<file path="config.mk">
export PLATFORM = sky130hd
export DESIGN_NAME = divider_taint_track_word
export DESIGN_NICKNAME = d
export VERILOG_FILES = /design/src/rtl/divider_taint_track_word_pkg.sv /design/src/rtl/divider_datapath_taint_track_word.sv /design/src/rtl/divider_taint_track_word.sv
export SDC_FILE = /design/constraint.sdc
export NUM_CORES = 1
export LEC_CHECK = 0
export CAP_MARGIN = 10
export CORE_MARGIN = 2
export CORE_UTILIZATION = 45
export DETAILED_ROUTE_END_ITERATION = 8
export PLACE_DENSITY = 0.68
export SLEW_MARGIN = 25
export SYNTH_ARGS = -nofsm -noshare
export SYNTH_HDL_FRONTEND = slang
export SYNTH_SLANG_ARGS = --single-unit
</file>
<file path="constraint.sdc">
create_clock -name clk -period 4.6 [get_ports clk]
set_clock_uncertainty 0.05 [all_clocks]
set_input_delay 0.46 -clock clk [delete_from_list [all_inputs] [get_ports clk]]
set_output_delay 0.46 -clock clk [all_outputs]
set_load 0.01 [all_outputs]
</file>
<file path="src/rtl/divider_taint_track_word_pkg.sv">
// Purpose : shared FSM state encoding and taint width for the taint-tracking divider.
// Latency : n/a (declarations only).
// Backpr. : n/a (declarations only).
package divider_taint_track_word_pkg;

    // Every taint tag is a single bit.
    localparam int TAINT_W = 1;

    // FSM state encoding.
    typedef logic [1:0] state_t;

    localparam logic [1:0] ST_IDLE = 2'd0;
    localparam logic [1:0] ST_RUN  = 2'd1;
    localparam logic [1:0] ST_DONE = 2'd2;

endpackage

</file>
<file path="src/rtl/divider_datapath_taint_track_word.sv">
// Purpose : operand, remainder-accumulator, quotient and datapath-taint registers of the
//           restoring divider. It performs one MSB-first shift-subtract step per asserted step.
// Latency : one quotient bit per step; the results load on the step that has finish set.
// Backpr. : none. The controlling FSM sequences load/step/finish.
// Ports   : clk, rst (sync, active-low); load/step/finish from the FSM; dividend/divisor
//           operands; taint_in as the combined taint to latch on load; quotient/remainder
//           result registers; data_t as the datapath taint. Define DIV_TAINT_ZERO_FLAG_EN
//           to add divisor_t plus the div_zero/div_zero_t flag registers.
module divider_datapath_taint_track_word
    import divider_taint_track_word_pkg::*;
#(
    parameter int WIDTH = 64
) (
    input  logic               clk,
    input  logic               rst,
    input  logic               load,
    input  logic               step,
    input  logic               finish,
    input  logic [WIDTH-1:0]   dividend,
    input  logic [WIDTH-1:0]   divisor,
    input  logic [TAINT_W-1:0] taint_in,
    output logic [WIDTH-1:0]   quotient,
    output logic [WIDTH-1:0]   remainder,
    output logic [TAINT_W-1:0] data_t
`ifdef DIV_TAINT_ZERO_FLAG_EN
    ,
    input  logic [TAINT_W-1:0] divisor_t,
    output logic               div_zero,
    output logic [TAINT_W-1:0] div_zero_t
`endif
);

    // dq_q begins holding the dividend. Each step shifts the dividend's MSB out
    // and moves the new quotient bit in at the LSB. After WIDTH steps, dq_q
    // holds the quotient.
    logic [WIDTH-1:0]   dq_q,     dq_d;
    logic [WIDTH-1:0]   dvs_q,    dvs_d;
    logic [WIDTH-1:0]   acc_q,    acc_d;
    logic [WIDTH-1:0]   quot_q,   quot_d;
    logic [WIDTH-1:0]   rem_q,    rem_d;
    logic [TAINT_W-1:0] data_t_q, data_t_d;

    logic [WIDTH:0]     shifted;
    logic               fits;
    logic [WIDTH-1:0]   diff;
    logic [WIDTH-1:0]   acc_next;
    logic [WIDTH-1:0]   dq_next;

    always_comb begin
        // Trial subtraction on the (WIDTH+1)-bit partial remainder.
        shifted = {acc_q, dq_q[WIDTH-1]};
        fits    = (shifted >= {1'b0, dvs_q});
        // When the trial fits, the difference is below the divisor, so it
        // fits in WIDTH bits. A WIDTH-bit subtraction therefore yields the
        // exact new remainder.
        diff     = shifted[WIDTH-1:0] - dvs_q;
        acc_next = fits ? diff : shifted[WIDTH-1:0];
        dq_next  = {dq_q[WIDTH-2:0], fits};

        dq_d     = dq_q;
        dvs_d    = dvs_q;
        acc_d    = acc_q;
        quot_d   = quot_q;
        rem_d    = rem_q;
        data_t_d = data_t_q;

        if (load) begin
            dq_d     = dividend;
            dvs_d    = divisor;
            acc_d    = '0;
            data_t_d = taint_in;
        end else if (step) begin
            dq_d  = dq_next;
            acc_d = acc_next;
            // The results stay frozen until the final step. This holds the
            // previous result stable for the whole run.
            if (finish) begin
                quot_d = dq_next;
                rem_d  = acc_next;
            end
        end
    end

    always_ff @(posedge clk) begin
        if (!rst) begin
            dq_q     <= '0;
            dvs_q    <= '0;
            acc_q    <= '0;
            quot_q   <= '0;
            rem_q    <= '0;
            data_t_q <= '0;
        end else begin
            dq_q     <= dq_d;
            dvs_q    <= dvs_d;
            acc_q    <= acc_d;
            quot_q   <= quot_d;
            rem_q    <= rem_d;
            data_t_q <= data_t_d;
        end
    end

    assign quotient  = quot_q;
    assign remainder = rem_q;
    assign data_t    = data_t_q;

`ifdef DIV_TAINT_ZERO_FLAG_EN
    logic               div_zero_q,   div_zero_d;
    logic [TAINT_W-1:0] div_zero_t_q, div_zero_t_d;

    always_comb begin
        div_zero_d   = div_zero_q;
        div_zero_t_d = div_zero_t_q;
        if (load) begin
            div_zero_d   = (divisor == '0);
            div_zero_t_d = divisor_t;
        end
    end

    always_ff @(posedge clk) begin
        if (!rst) begin
            div_zero_q   <= 1'b0;
            div_zero_t_q <= '0;
        end else begin
            div_zero_q   <= div_zero_d;
            div_zero_t_q <= div_zero_t_d;
        end
    end

    assign div_zero   = div_zero_q;
    assign div_zero_t = div_zero_t_q;
`else
    // Divide-by-zero flag is not built; no extra state.
`endif

endmodule

</file>
<file path="src/rtl/divider_taint_track_word.sv">
// Purpose : constant-time restoring divider with word-level taint tracking on data and control.
// Latency : start is sampled at an IDLE edge; quotientDone follows WIDTH+1 edges after the
//           cycle start was presented. Latency does not depend on operand values.
// Backpr. : none. start is ignored outside IDLE, and a run can be neither restarted nor aborted.
// Ports   : clk; rst (sync, active-low); start/start_t; dividend/dividend_t;
//           divisor/divisor_t; quotient/quotient_t; remainder/remainder_t;
//           quotientDone/quotientDone_t. Define DIV_TAINT_ZERO_FLAG_EN to add
//           divByZero/divByZero_t.
module divider_taint_track_word
    import divider_taint_track_word_pkg::*;
#(
    parameter int WIDTH = 64
) (
    input  logic               clk,
    input  logic               rst,
    input  logic               start,
    input  logic [TAINT_W-1:0] start_t,
    input  logic [WIDTH-1:0]   dividend,
    input  logic [TAINT_W-1:0] dividend_t,
    input  logic [WIDTH-1:0]   divisor,
    input  logic [TAINT_W-1:0] divisor_t,
    output logic [WIDTH-1:0]   quotient,
    output logic [TAINT_W-1:0] quotient_t,
    output logic [WIDTH-1:0]   remainder,
    output logic [TAINT_W-1:0] remainder_t,
    output logic               quotientDone,
    output logic [TAINT_W-1:0] quotientDone_t
`ifdef DIV_TAINT_ZERO_FLAG_EN
    ,
    output logic               divByZero,
    output logic [TAINT_W-1:0] divByZero_t
`endif
);

    localparam int           CNT_W    = (WIDTH > 2) ? $clog2(WIDTH) : 1;
    localparam logic [CNT_W-1:0] CNT_LAST = CNT_W'(WIDTH - 1);

    state_t             state_q,  state_d;
    logic [CNT_W-1:0]   cnt_q,    cnt_d;
    logic [TAINT_W-1:0] ctrl_t_q, ctrl_t_d;

    logic               load;
    logic               step;
    logic               finish;
    logic [TAINT_W-1:0] taint_in;
    logic [TAINT_W-1:0] data_t;

    always_comb begin
        state_d  = state_q;
        cnt_d    = cnt_q;
        ctrl_t_d = ctrl_t_q;
        load     = 1'b0;
        step     = 1'b0;
        finish   = 1'b0;

        case (state_q)
            ST_IDLE: begin
                // Control taint tracks start_t while idle. It freezes once a
                // run begins, so it describes the start that launched the run.
                ctrl_t_d = start_t;
                if (start) begin
                    load    = 1'b1;
                    cnt_d   = '0;
                    state_d = ST_RUN;
                end
            end
            ST_RUN: begin
                step = 1'b1;
                if (cnt_q == CNT_LAST) begin
                    finish  = 1'b1;
                    state_d = ST_DONE;
                end else begin
                    cnt_d = cnt_q + CNT_W'(1);
                end
            end
            ST_DONE: begin
                state_d = ST_IDLE;
            end
            default: begin
                state_d = ST_IDLE;
            end
        endcase
    end

    always_ff @(posedge clk) begin
        if (!rst) begin
            state_q  <= ST_IDLE;
            cnt_q    <= '0;
            ctrl_t_q <= '0;
        end else begin
            state_q  <= state_d;
            cnt_q    <= cnt_d;
            ctrl_t_q <= ctrl_t_d;
        end
    end

    // A tainted start strobe taints the results it produces. Whether the
    // operands were loaded at all depends on that strobe (implicit flow).
    assign taint_in = dividend_t | divisor_t | start_t;

    divider_datapath_taint_track_word #(
        .WIDTH (WIDTH)
    ) u_datapath (
        .clk        (clk),
        .rst        (rst),
        .load       (load),
        .step       (step),
        .finish     (finish),
        .dividend   (dividend),
        .divisor    (divisor),
        .taint_in   (taint_in),
        .quotient   (quotient),
        .remainder  (remainder),
        .data_t     (data_t)
`ifdef DIV_TAINT_ZERO_FLAG_EN
        ,
        .divisor_t  (divisor_t),
        .div_zero   (divByZero),
        .div_zero_t (divByZero_t)
`endif
    );

    assign quotient_t     = data_t;
    assign remainder_t    = data_t;
    assign quotientDone   = (state_q == ST_DONE);
    assign quotientDone_t = ctrl_t_q;

endmodule

</file>
==> summary.txt <==
Yosys
  – Synth Warn #: 0
  – Yosys top cell area share: 0.4014
  – Number of synthesized register bits: 330
  – Number of enable flip-flop cells after synthesis: 0
  – Synth async-reset ratio: 0
  – Yosys top cell by area: dfxtp_1
  – Cells after synthesis: 2174
  – Synth Net Count: 2374
  – Mapped cell area: 16460 sq um
  – Area contributors post-synth: dfxtp_1 (40%), a21oi_1 (10%), nand2_1 (9.9%), ha_1 (4.9%), o21ai_0 (3.7%)
  – Synth Flop Type: dfxtp_1
  – Sequential area share after synthesis: 0.4014
  – Synth Area per Inst: 7.571 sq um
  – Netlist cell types: 61

Clock network
  – Clock latency on the worst-skew pair: 570 ps
  – CTS Hold Buffers Added: 0
  – Clock Pin Slew Worst Setup and Hold Paths: 60 ps
  – Number of setup buffers added after CTS: 0
  – Clock net sink count: 330
  – CTS tree: built
  – Post-cts resize count: 0
  – Clock Path Buffers: 3
  – H-Tree Depth: 2
  – CTS Buf Count: 37
  – Clk root buf: clkbuf_16

Run status
  – Status: completed

Cells and area
  – Fin cells: 2824
  – Reg area: 6606 sq um
  – Area Growth Syn to Fin: 24.61%
  – Multi-input gate area: 8896 sq um
  – Fraction of layout cells with a size suffix above 1: 0.03905
  – Final nets: 2529
  – Ant. Diodes: 0
  – Fillcell total: 3407

STA
  – Clock period minus worst slack: 3927 ps
  – Fin. max-slew vios: 0
  – Worst-Margin Slew: 966.2 ps
  – PnR worst setup slack: 673.4 ps
  – Rel. slew slack: 0.3558
  – Setup Viol. Count Final: 0
  – Achievable clock frequency: 254.7 MHz
  – Fraction of the cycle the final worst path needs: 0.8536
  – Setup repair after global routing missed its margin: false
  – Setup TNS: 0 ps
  – Final hold viol count: 0

Floorplan
  – Chip width: 195.2 um
  – Initial Util: 0.4528
  – IO Count: 266
  – Die extent in y: 195.2 um
  – Row count: 70
  – Die ar.: 38120 sq um
  – Core Footprint: 36350 sq um

GRT
  – Grt total ovfl: 0
  – Largest net degree at the start of global routing: 183
  – First-pass GRT wire length: 83350 um
  – Vias in the first global route: 15.63k
  – Initial antenna violation count: 0
  – Tot GR Track Use: 0.2691

Detailed routing
  – Iteration-0 DRC Markers: 1065
  – Post-DR wirelength/cell: 18.44 um
  – Total number of vias: 16.04k
  – # DRC: 0
  – Antenna-violating nets left: 0
  – DRT Wirelength: 52090 um
  – DR vias/cell: 5.679
  – Drt first pass iters: 6

Place
  – Inst Count DP: 2758
  – Port bufs: 265
  – Pre-CTS setup slack: 691.5 ps
  – HPWL after DPL: 36650 um
  – Final GP Congestion: 0.9395

Power and ir drop
  – Cell Int Power: 5623 uW
  – Power Density: 412.7 nW/um^2
  – Static leakage: 0.007597 uW
  – Sequential share of power: 0.362
  – Switch Pwr: 2840 uW
  – Clk pwr share: 0.356
  – Sw frac: 0.3356
  – Combinational share of power: 0.282
  – Worst ir drop on vdd: 0.2454 mV

Critical path
  – Startpoint types: flip-flop
  – Worst-path fanout max: 21
  – Crit path required time: 5040 ps
  – R2R Setup Slk: 670 ps
  – Critical path class: flip-flop to flip-flop
  – CP Capture Type: flip-flop
  – CP arrival: 4370 ps

Worst hold path
  – HP Class: primary input to flip-flop

Job
  – Max Cap Viol: 0
## flip-flops by register name, indices dropped and copies added (netlist names)
signal,flops
u_datapath.quotient,64
state_q,2
u_datapath.remainder,64
u_datapath.dq_q,64
u_datapath.data_t,1
cnt_q,6
u_datapath.acc_q,64
u_datapath.dvs_q,64
quotientDone_t,1
## layer usage
metal  GRT usage  wire length [um]  up-vias  share of wire
li1            -                 -     7900              -
met1      0.3438             22860     7572           0.44
met2      0.4480             24230      492           0.47
met3     0.06736              3826       73          0.073
met4     0.08171              1164        0          0.022
met5           0                 0        -              0
## critical path, cell delays in order (launching register included)
cell,delay [ps]
dfxtp_1,330
inv_1,50
ha_1,420
nand4_1,180
or3_1,400
or2_1,300
o41ai_2,420
nor3_1,90
nor4bb_1,180
or2_1,590
or4_1,670
a31oi_1,180
## cell usage after synthesis, types with 38 or more instances
library cell  count
nor2_1          138
nand4_1          41
clkbuf_1        149
o21ai_0         123
nand2_1         435
a211oi_1         78
nand3_1          38
dfxtp_1         330
inv_1            92
a21oi_1         332
a22oi_1          65
ha_1             65
## area by class of cell
class / instances / share of cell area
Timing Repair Buffer: 282 / 0.1386
Clock inverter: 10 / 0.006284
Tap cell: 468 / 0.02855
Clock buffer: 56 / 0.05357
Inverter: 92 / 0.01708
Multi-Input combinational cell: 1586 / 0.4338
Sequential cell: 330 / 0.3221
## final timing paths
| kind | startpoint | to | cells after the start |
|---|---|---|---|
| max | u_datapath.dvs_q[37]$_SDFFE_PN0P_ | u_datapath.acc_q[62]$_SDFFE_PP0P_ | 11 |
| min | divisor[57] | u_datapath.dvs_q[57]$_SDFFE_PN0P_ | 3 |
| max reg2reg | u_datapath.dvs_q[37]$_SDFFE_PN0P_ | u_datapath.acc_q[62]$_SDFFE_PP0P_ | 11 |
| min reg2reg | u_datapath.quotient[55]$_SDFFE_PN0P_ | u_datapath.quotient[55]$_SDFFE_PN0P_ | 2 |
## power by group through the flow
stage | Clock (uW) | Combinational [uW] | Sequential [uW]
after global placement | 0 | 2350 | 3120
final | 3010 | 2390 | 3070
after floorplan | 0 | 1650 | 3100
after CTS | 3060 | 2370 | 3060
after global routing | 3180 | 2620 | 3080
after detailed placement | 0 | 2360 | 3130
## cells by family (layout without fill, tap and decap cells)
| logic type | count (synthesis) | after routing | share of synthesized area |
|---|---|---|---|
| mux | 24 | 24 | 0.01475 |
| compound gates | 711 | 711 | 0.2558 |
| simple gates | 727 | 727 | 0.1863 |
| xor+xnor | 58 | 58 | 0.03087 |
| buf+inv | 258 | 440 | 0.06021 |
| fa+ha+maj | 66 | 66 | 0.05063 |
| flops | 330 | 330 | 0.4014 |
## metrics by stage
| stage | util | power, uW | instance area [sq um] | hold slack, ps |
|---|---|---|---|---|
| global placement | 0.5305 | 5476 | 19280 | 391.9 |
| detailed placement | 0.5305 | 5482 | 19280 | 396.7 |
| finish | 0.5642 | 8463 | 20510 | 393.6 |
| CTS | 0.5642 | 8494 | 20510 | 369.1 |
| floorplan | - | 4745 | 16460 | 386.3 |
| global route | 0.5642 | 8877 | 20510 | 408.6 |
## placed cells by master, fill, tap and decap left out, types with 6 or more instances in the layout
master	Yosys	routed
o21ai_0	123	123
o31ai_1	6	6
mux2i_1	22	22
o21bai_1	12	12
o21ai_1	8	8
inv_1	92	91
or3_1	7	7
clkdlybuf4s50_1	0	265
clkbuf_16	0	38
nor4_1	7	7
a21oi_1	332	332
clkbuf_1	149	10
nand4_1	41	41
clkbuf_8	0	8
a31oi_1	19	19
a21o_1	17	17
buf_4	3	12
ha_1	65	65
dfxtp_1	330	330
o21a_1	11	11
nand2_1	435	434
a211oi_1	78	78
nor2_1	138	137
nor3_1	20	19
a22oi_1	65	65
xor2_1	28	28
xnor2_1	30	30
nand3_1	38	37
and2_1	9	8
(Power assumes the default switching activity.)
